### src/rtl/latq_wr_pkg.sv
`default_nettype none
// ============================================================================
// Module      : latq_wr_pkg
// Description : Shared types, phase-length defaults and counter sizing helper
//               for the latq latch-bank write controller.
// Revision    : 1.0 - initial release
// ============================================================================
package latq_wr_pkg;

   // Write sequencing phases: D settles in SETUP, E is high in PULSE,
   // D is held in HOLD after E has fallen.
   typedef enum logic [1:0] {
      ST_IDLE  = 2'd0,
      ST_SETUP = 2'd1,
      ST_PULSE = 2'd2,
      ST_HOLD  = 2'd3
   } wr_state_t;

   localparam int LATQ_WIDTH_DEF = 8;
   localparam int LATQ_DEPTH_DEF = 4;
   localparam int LATQ_ADDR_W_DEF = 2;
   localparam int LATQ_SETUP_CYC_DEF = 1;
   localparam int LATQ_PULSE_CYC_DEF = 1;
   localparam int LATQ_HOLD_CYC_DEF = 1;

   // The counter is loaded with (length-1), so clog2 of the longest phase
   // is enough; keep at least one bit so the vector is never zero-width.
   function automatic int cnt_width(input int setup_cyc,
                                    input int pulse_cyc,
                                    input int hold_cyc);
      int m;
      m = setup_cyc;
      if (pulse_cyc > m) m = pulse_cyc;
      if (hold_cyc > m) m = hold_cyc;
      if (m <= 1) return 1;
      return $clog2(m);
   endfunction

endpackage
`default_nettype wire

### src/rtl/latq_wr_phase_cnt.sv
`default_nettype none
// ============================================================================
// Module      : latq_wr_phase_cnt
// Description : Loadable down-counter with zero flag; times each write phase.
// Revision    : 1.0 - initial release
// ============================================================================
module latq_wr_phase_cnt
   import latq_wr_pkg::*;
#(
   parameter int CNT_W = 1
) (
   input  logic             clk,
   input  logic             rst,
   input  logic             i_load,
   input  logic [CNT_W-1:0] i_load_val,
   input  logic             i_dec,
   output logic             o_zero
);

   logic [CNT_W-1:0] r_cnt;

   // Load has priority; decrement saturates at zero.
   always_ff @(posedge clk) begin
      if (rst) begin
         r_cnt <= '0;
      end else if (i_load) begin
         r_cnt <= i_load_val;
      end else if (i_dec && (r_cnt != '0)) begin
         r_cnt <= r_cnt - 1'b1;
      end
   end

   assign o_zero = (r_cnt == '0);

endmodule
`default_nettype wire

### src/rtl/latq_bank_wr_ctrl.sv
`default_nettype none
// ============================================================================
// Module      : latq_bank_wr_ctrl
// Description : Write sequencer for a bank of level-sensitive latch rows.
//               Drives latch D/E from flops as setup -> enable -> hold and
//               keeps a flop shadow of the bank for readback.
// Revision    : 1.0 - initial release
// ============================================================================
module latq_bank_wr_ctrl
   import latq_wr_pkg::*;
#(
   parameter int WIDTH     = LATQ_WIDTH_DEF,
   parameter int DEPTH     = LATQ_DEPTH_DEF,
   parameter int ADDR_W    = LATQ_ADDR_W_DEF,
   parameter int SETUP_CYC = LATQ_SETUP_CYC_DEF,
   parameter int PULSE_CYC = LATQ_PULSE_CYC_DEF,
   parameter int HOLD_CYC  = LATQ_HOLD_CYC_DEF
) (
   input  logic              clk,
   input  logic              rst,
   input  logic              i_wr_valid,
   output logic              o_wr_ready,
   input  logic [ADDR_W-1:0] i_wr_addr,
   input  logic [WIDTH-1:0]  i_wr_data,
   output logic [WIDTH-1:0]  o_lat_d,
   output logic [DEPTH-1:0]  o_lat_e,
   output logic              o_busy,
   output logic              o_wr_done,
   output logic              o_wr_err,
   input  logic [ADDR_W-1:0] i_rd_addr,
   output logic [WIDTH-1:0]  o_rd_data
);

   localparam int c_cnt_w = cnt_width(SETUP_CYC, PULSE_CYC, HOLD_CYC);
   localparam logic [c_cnt_w-1:0] c_setup_ld = c_cnt_w'(SETUP_CYC - 1);
   localparam logic [c_cnt_w-1:0] c_pulse_ld = c_cnt_w'(PULSE_CYC - 1);
   localparam logic [c_cnt_w-1:0] c_hold_ld  = c_cnt_w'(HOLD_CYC - 1);

   wr_state_t          r_state;
   logic [ADDR_W-1:0]  r_addr;
   logic [WIDTH-1:0]   r_lat_d;
   logic [DEPTH-1:0]   r_lat_e;
   logic               r_wr_done;
   logic               r_wr_err;
   logic [WIDTH-1:0]   r_shadow [DEPTH];

   logic               w_accept;
   logic               w_in_range;
   logic [DEPTH-1:0]   w_row_sel;
   logic               w_cnt_load;
   logic [c_cnt_w-1:0] w_cnt_val;
   logic               w_cnt_dec;
   logic               w_cnt_zero;

   assign o_wr_ready = (r_state == ST_IDLE) && !rst;
   assign w_accept   = i_wr_valid && o_wr_ready;
   assign o_busy     = (r_state != ST_IDLE);
   assign o_lat_d    = r_lat_d;
   assign o_lat_e    = r_lat_e;
   assign o_wr_done  = r_wr_done;
   assign o_wr_err   = r_wr_err;

   // Row decode of the captured address; an out-of-range address selects no row.
   always_comb begin
      w_row_sel = '0;
      for (int i = 0; i < DEPTH; i++) begin
         if (r_addr == ADDR_W'(i)) w_row_sel[i] = 1'b1;
      end
   end

   assign w_in_range = |w_row_sel;

   // Phase counter control: load on each phase entry, otherwise count down.
   always_comb begin
      w_cnt_load = 1'b0;
      w_cnt_val  = '0;
      w_cnt_dec  = 1'b0;
      case (r_state)
         ST_IDLE: begin
            if (w_accept) begin
               w_cnt_load = 1'b1;
               w_cnt_val  = c_setup_ld;
            end
         end
         ST_SETUP: begin
            if (w_cnt_zero) begin
               w_cnt_load = 1'b1;
               w_cnt_val  = c_pulse_ld;
            end else begin
               w_cnt_dec = 1'b1;
            end
         end
         ST_PULSE: begin
            if (w_cnt_zero) begin
               w_cnt_load = 1'b1;
               w_cnt_val  = c_hold_ld;
            end else begin
               w_cnt_dec = 1'b1;
            end
         end
         ST_HOLD: begin
            w_cnt_dec = 1'b1;
         end
         default: begin
            w_cnt_load = 1'b0;
         end
      endcase
   end

   latq_wr_phase_cnt #(
      .CNT_W (c_cnt_w)
   ) u_phase_cnt (
      .clk        (clk),
      .rst        (rst),
      .i_load     (w_cnt_load),
      .i_load_val (w_cnt_val),
      .i_dec      (w_cnt_dec),
      .o_zero     (w_cnt_zero)
   );

   // Write sequencer: D changes only on accept, E is raised only on entry to
   // PULSE (a cycle after D settled) and dropped on the edge leaving PULSE.
   always_ff @(posedge clk) begin
      if (rst) begin
         r_state   <= ST_IDLE;
         r_addr    <= '0;
         r_lat_d   <= '0;
         r_lat_e   <= '0;
         r_wr_done <= 1'b0;
         r_wr_err  <= 1'b0;
         for (int i = 0; i < DEPTH; i++) r_shadow[i] <= '0;
      end else begin
         r_wr_done <= 1'b0;
         r_wr_err  <= 1'b0;
         case (r_state)
            ST_IDLE: begin
               if (w_accept) begin
                  r_addr  <= i_wr_addr;
                  r_lat_d <= i_wr_data;
                  r_state <= ST_SETUP;
               end
            end
            ST_SETUP: begin
               if (w_cnt_zero) begin
                  r_lat_e <= w_row_sel;
                  r_state <= ST_PULSE;
               end
            end
            ST_PULSE: begin
               if (w_cnt_zero) begin
                  r_lat_e <= '0;
                  for (int i = 0; i < DEPTH; i++) begin
                     if (w_row_sel[i]) r_shadow[i] <= r_lat_d;
                  end
                  r_state <= ST_HOLD;
               end
            end
            ST_HOLD: begin
               if (w_cnt_zero) begin
                  r_wr_done <= w_in_range;
                  r_wr_err  <= !w_in_range;
                  r_state   <= ST_IDLE;
               end
            end
            default: begin
               r_lat_e <= '0;
               r_state <= ST_IDLE;
            end
         endcase
      end
   end

   // Shadow readback; addresses beyond the bank read as zero.
   always_comb begin
      o_rd_data = '0;
      for (int i = 0; i < DEPTH; i++) begin
         if (i_rd_addr == ADDR_W'(i)) o_rd_data = r_shadow[i];
      end
   end

endmodule
`default_nettype wire

### config.mk
export PLATFORM = sky130hd
export DESIGN_NAME = latq_bank_wr_ctrl
export DESIGN_NICKNAME = d
export VERILOG_FILES = /design/src/rtl/latq_wr_pkg.sv /design/src/rtl/latq_wr_phase_cnt.sv /design/src/rtl/latq_bank_wr_ctrl.sv
export SDC_FILE = /design/constraint.sdc
export NUM_CORES = 1
export LEC_CHECK = 0
export BUFFER_PORTS_ARGS = -buffer_cell sky130_fd_sc_hd__buf_2
export CAP_MARGIN = 20
export CORE_ASPECT_RATIO = 1.1
export CORE_MARGIN = 5
export CORE_UTILIZATION = 49
export DETAILED_ROUTE_END_ITERATION = 8
export PLACE_DENSITY = 0.84
export SLEW_MARGIN = 20
export SYNTH_ARGS = -nofsm -noshare
export SYNTH_HDL_FRONTEND = slang
export SYNTH_SLANG_ARGS = --single-unit
### constraint.sdc
create_clock -name clk -period 1.8 [get_ports clk]
set_input_delay 0.09 -clock clk [delete_from_list [all_inputs] [get_ports clk]]
set_output_delay 0.09 -clock clk [all_outputs]
set_load 0.01 [all_outputs]
==> impl_metrics.csv <==
group,metric,value,unit
outcome,outcome,"finished, final reports clean",
synth,avgSynthCellArea,12.11,um^2
setup_path,end_kind,"flop",
floorplan,fp-row-count,25,
floorplan,io_pins,39,
sta,skew,0.003826,ns
setup_path,r2r_start,"r_state[0]",
floorplan,start_util,0.5060,
setup_path,rr_endpoint,"r_state[0]",
job,cap_violations,0,
synth,netlist-cell-type-count,28,
sta,grt_setup_unrepaired,"false",
grt,grt_first_pass_wirelength,7024,um
min_path,hold_class,"primary input to flop",
pwr,power.leakage,1.025,nW
cts,insertion_delay,0.29,ns
floorplan,die_w,73.43,um
detailed_routing,drt-total-wl,4208,um
pwr,comb_power_share,0.278,
cells_and_area,drive_gt1_frac,0.2783,
synth,synth_edf_count,32,
pwr,power_switching_share,0.3068,
placed_design,place_inst,267,
setup_path,crit_type,"flop to flop",
sta,holdWs,0.03206,ns
pwr,pwr-share-seq,0.511,
pwr,max-vdd-ir-drop,675.4,uV
synth,yosysTopAreaCell,"edfxtp_1",
sta,hold_viol_final,0,
cells_and_area,n_antenna_cell,0,
grt,use_met2,0.2674,
sta,clock.fmax,581.4,MHz
floorplan,core,4285,um^2
cts,root_buffer,"clkbuf_8",
detailed_routing,ant_nets,0,
grt,met3_usage,0.04408,
sta,drv_slew,0,
setup_path,required,2.00,ns
sta,post-route-period-util,0.9556,
detailed_routing,vias,1460,
grt,met1_usage,0.1927,
cts,clockBufferDepth,2,
sta,period_needed,1.720,ns
grt,grt_util_all_layers,0.1591,
sta,setup_violations,0,
floorplan,die_h,79.77,um
detailed_routing,wire_per_inst,14.82,um
grt,top_usage_layer,"met2",
synth,synthesis.area,2168,um^2
setup_path,rrSetupSlack,0.08,ns
min_path,hold_start,"i_wr_data[1]",
setup_path,arrival,1.92,ns
cells_and_area,area_delta_synth_final,20.83,%
placed_design,io_buffers,38,
synth,async_flop_share,0,
setup_path,critPathMaxFanout,4,
synth,synth_nets,200,
pwr,powerDensity,1111,nW/um^2
detailed_routing,route.detailed.drc,0,
cells_and_area,nFillCells,341,
setup_path,critPathLaunchType,"flop",
detailed_routing,drt-pass1-iter-count,4,
synth,netlist.area_leader.share,0.4432,
cts,cts_tree,"done",
pwr,internal-power,2.017,mW
grt,grt_pass1_vias,1499,
cts,path_clk_slew,0.09,ns
placed_design,dp_hpwl,2969,um
setup_path,crit_start,"r_state[0]",
synth,yosysSeqAreaShare,0.6186,
grt,grt_max_degree,27,
grt,overflow,0,
synth,yosysWarningCount,0,
cts,cts_made_buffers,5,
cells_and_area,stdcell_count,284,
setup_path,slowest_stage,"or4_1",
synth,ys_ff_latch,51,
setup_path,max_stage_delay,0.50,ns
setup_path,reg2regPathDepth,5,
synth,synth_area_leaders,"edfxtp_1 (44%), dfxtp_1 (18%), mux4_2 (8.3%)",
cells_and_area,nets,250,
synth,synthCells,179,
cts,clock_sinks,51,
grt,antenna_found_initial,0,
setup_path,worstPathCellList,"inv_1, ha_1, o31a_1, or4_1, o31ai_1",
floorplan,die_area,5857,um^2
cts,htreeDepth,2,
detailed_routing,post_drt_via_cell_ratio,5.141,
setup_path,crit_end,"r_state[0]",
detailed_routing,drtIter0Drc,47,
pwr,clockPowerShare,0.211,
cts,cts_setup_buffers,0,
placed_design,gp_congestion,0.8287,
synth,synth_flop_cell,"edfxtp_1",
pwr,p_sw,0.8926,mW
[how the worst min path moves through the flow]
| stage | end | slack (ns) | cells after the start |
|---|---|---|---|
| 2_1_floorplan | o_lat_d[0] | 0.20 | 2 |
| 3_3_place_gp | o_lat_d[6] | 0.29 | 3 |
| 3_5_place_dp | o_lat_d[5] | 0.30 | 3 |
| 4_1_cts | o_lat_d[0] | 0.0004 | 3 |
| 5_1_grt | o_lat_d[1] | 0.06 | 3 |
| 6_report | o_lat_d[1] | 0.03 | 3 |
[critical path, delay by kind of cell (launching register included)]
kind / cells / cell delay, ns
AOI/OAI and AO/OA: 2 / 0.41
adders and majority gates: 1 / 0.25
buffers and inverters: 1 / 0.10
DFF: 1 / 0.37
and+or+nand+nor: 1 / 0.50
[timing repair]
action / in CTS / in global routing
hold buffers: 8 / 1
resized for setup: 1 / 2
endpoints found under the setup margin: 8 / 34
cloned: 0 / 0
hold endpoints to repair: 8 / 1
[synthesized netlist by cell type, drive strengths merged (2+ instances only)]
cell	count
inv	3
nor3b	3
mux4	8
nor2b	3
clkbuf	8
o21ai	10
nand2	11
mux2i	3
nand2b	15
edfxtp	32
buf	2
dfxtp	19
ha	6
nand3b	2
o31ai	2
nor2	41
[cell usage in the layout, fill, tap and decap left out, types with 3 or more instances in the layout]
master,count
buf_2,38
nand2b_2,4
dfxtp_1,18
mux4_2,8
nand2_1,11
ha_1,6
nor3b_1,3
inv_1,3
o21ai_1,10
buf_4,6
nor2_1,41
nand2b_1,11
edfxtp_1,32
clkbuf_8,5
mux2i_1,3
dlygate4sd3_1,9
[sequential cells by signal (all words and copies together), names as in the netlist]
register	count
o_lat_e	4
o_wr_done	1
r_addr	2
r_shadow	32
o_wr_err	1
o_lat_d	8
r_state	2
u_phase_cnt.r_cnt	1
[area by class of cell]
type / instances / area (um^2) / share of cell area
Clock buffer: 5 / 68.82 / 0.02627
Clock inverter: 3 / 15.01 / 0.005731
Inverter: 3 / 11.26 / 0.004298
Multi-Input combinational cell: 115 / 789.5 / 0.3013
Sequential cell: 51 / 1343 / 0.5124
Tap cell: 54 / 67.56 / 0.02579
Timing Repair Buffer: 53 / 325.3 / 0.1242
[power groups by stage]
stage | Sequential, mW | Clock [mW] | Combinational (mW)
5_1_grt | 1.50 | 0.704 | 0.899
2_1_floorplan | 1.50 | 0 | 0.531
3_5_place_dp | 1.51 | 0 | 0.788
6_report | 1.49 | 0.614 | 0.809
4_1_cts | 1.48 | 0.634 | 0.810
3_3_place_gp | 1.50 | 0 | 0.760
[per-layer routing]
metal,wire (um),vias to the layer above
li1,-,722
met1,1781,700
met2,2191,34
met3,205,4
met4,29,0
met5,0,-
[stage by stage]
| step | setup TNS [ns] | area, um^2 | worst slack (ns) | power, mW | util |
|---|---|---|---|---|---|
| 2_1_floorplan | 0 | 2176 | 0.06066 | 2.032 | - |
| 3_3_place_gp | 0 | 2440 | 0.1240 | 2.259 | 0.5693 |
| 3_5_place_dp | -0.3832 | 2440 | -0.04819 | 2.298 | 0.5693 |
| 4_1_cts | 0 | 2606 | 0.06823 | 2.927 | 0.6082 |
| 5_1_grt | 0 | 2620 | 0.01209 | 3.102 | 0.6114 |
| 6_report | 0 | 2620 | 0.07991 | 2.910 | 0.6114 |
[cells by family (layout without fill, tap and decap cells)]
group                    count (synthesis)  after routing  synth area share
other                                    1              1          0.001729
buffers and inverters                   13             64           0.02308
AND/OR/NAND/NOR                         82             82            0.1841
multiplexers                            11             11           0.09694
flip-flops                              51             51            0.6186
AO/OA/AOI/OAI                           15             15           0.04097
adder cells (fa/ha/maj)                  6              6           0.03462
No activity file was read; power rests on OpenSTA's default activity.
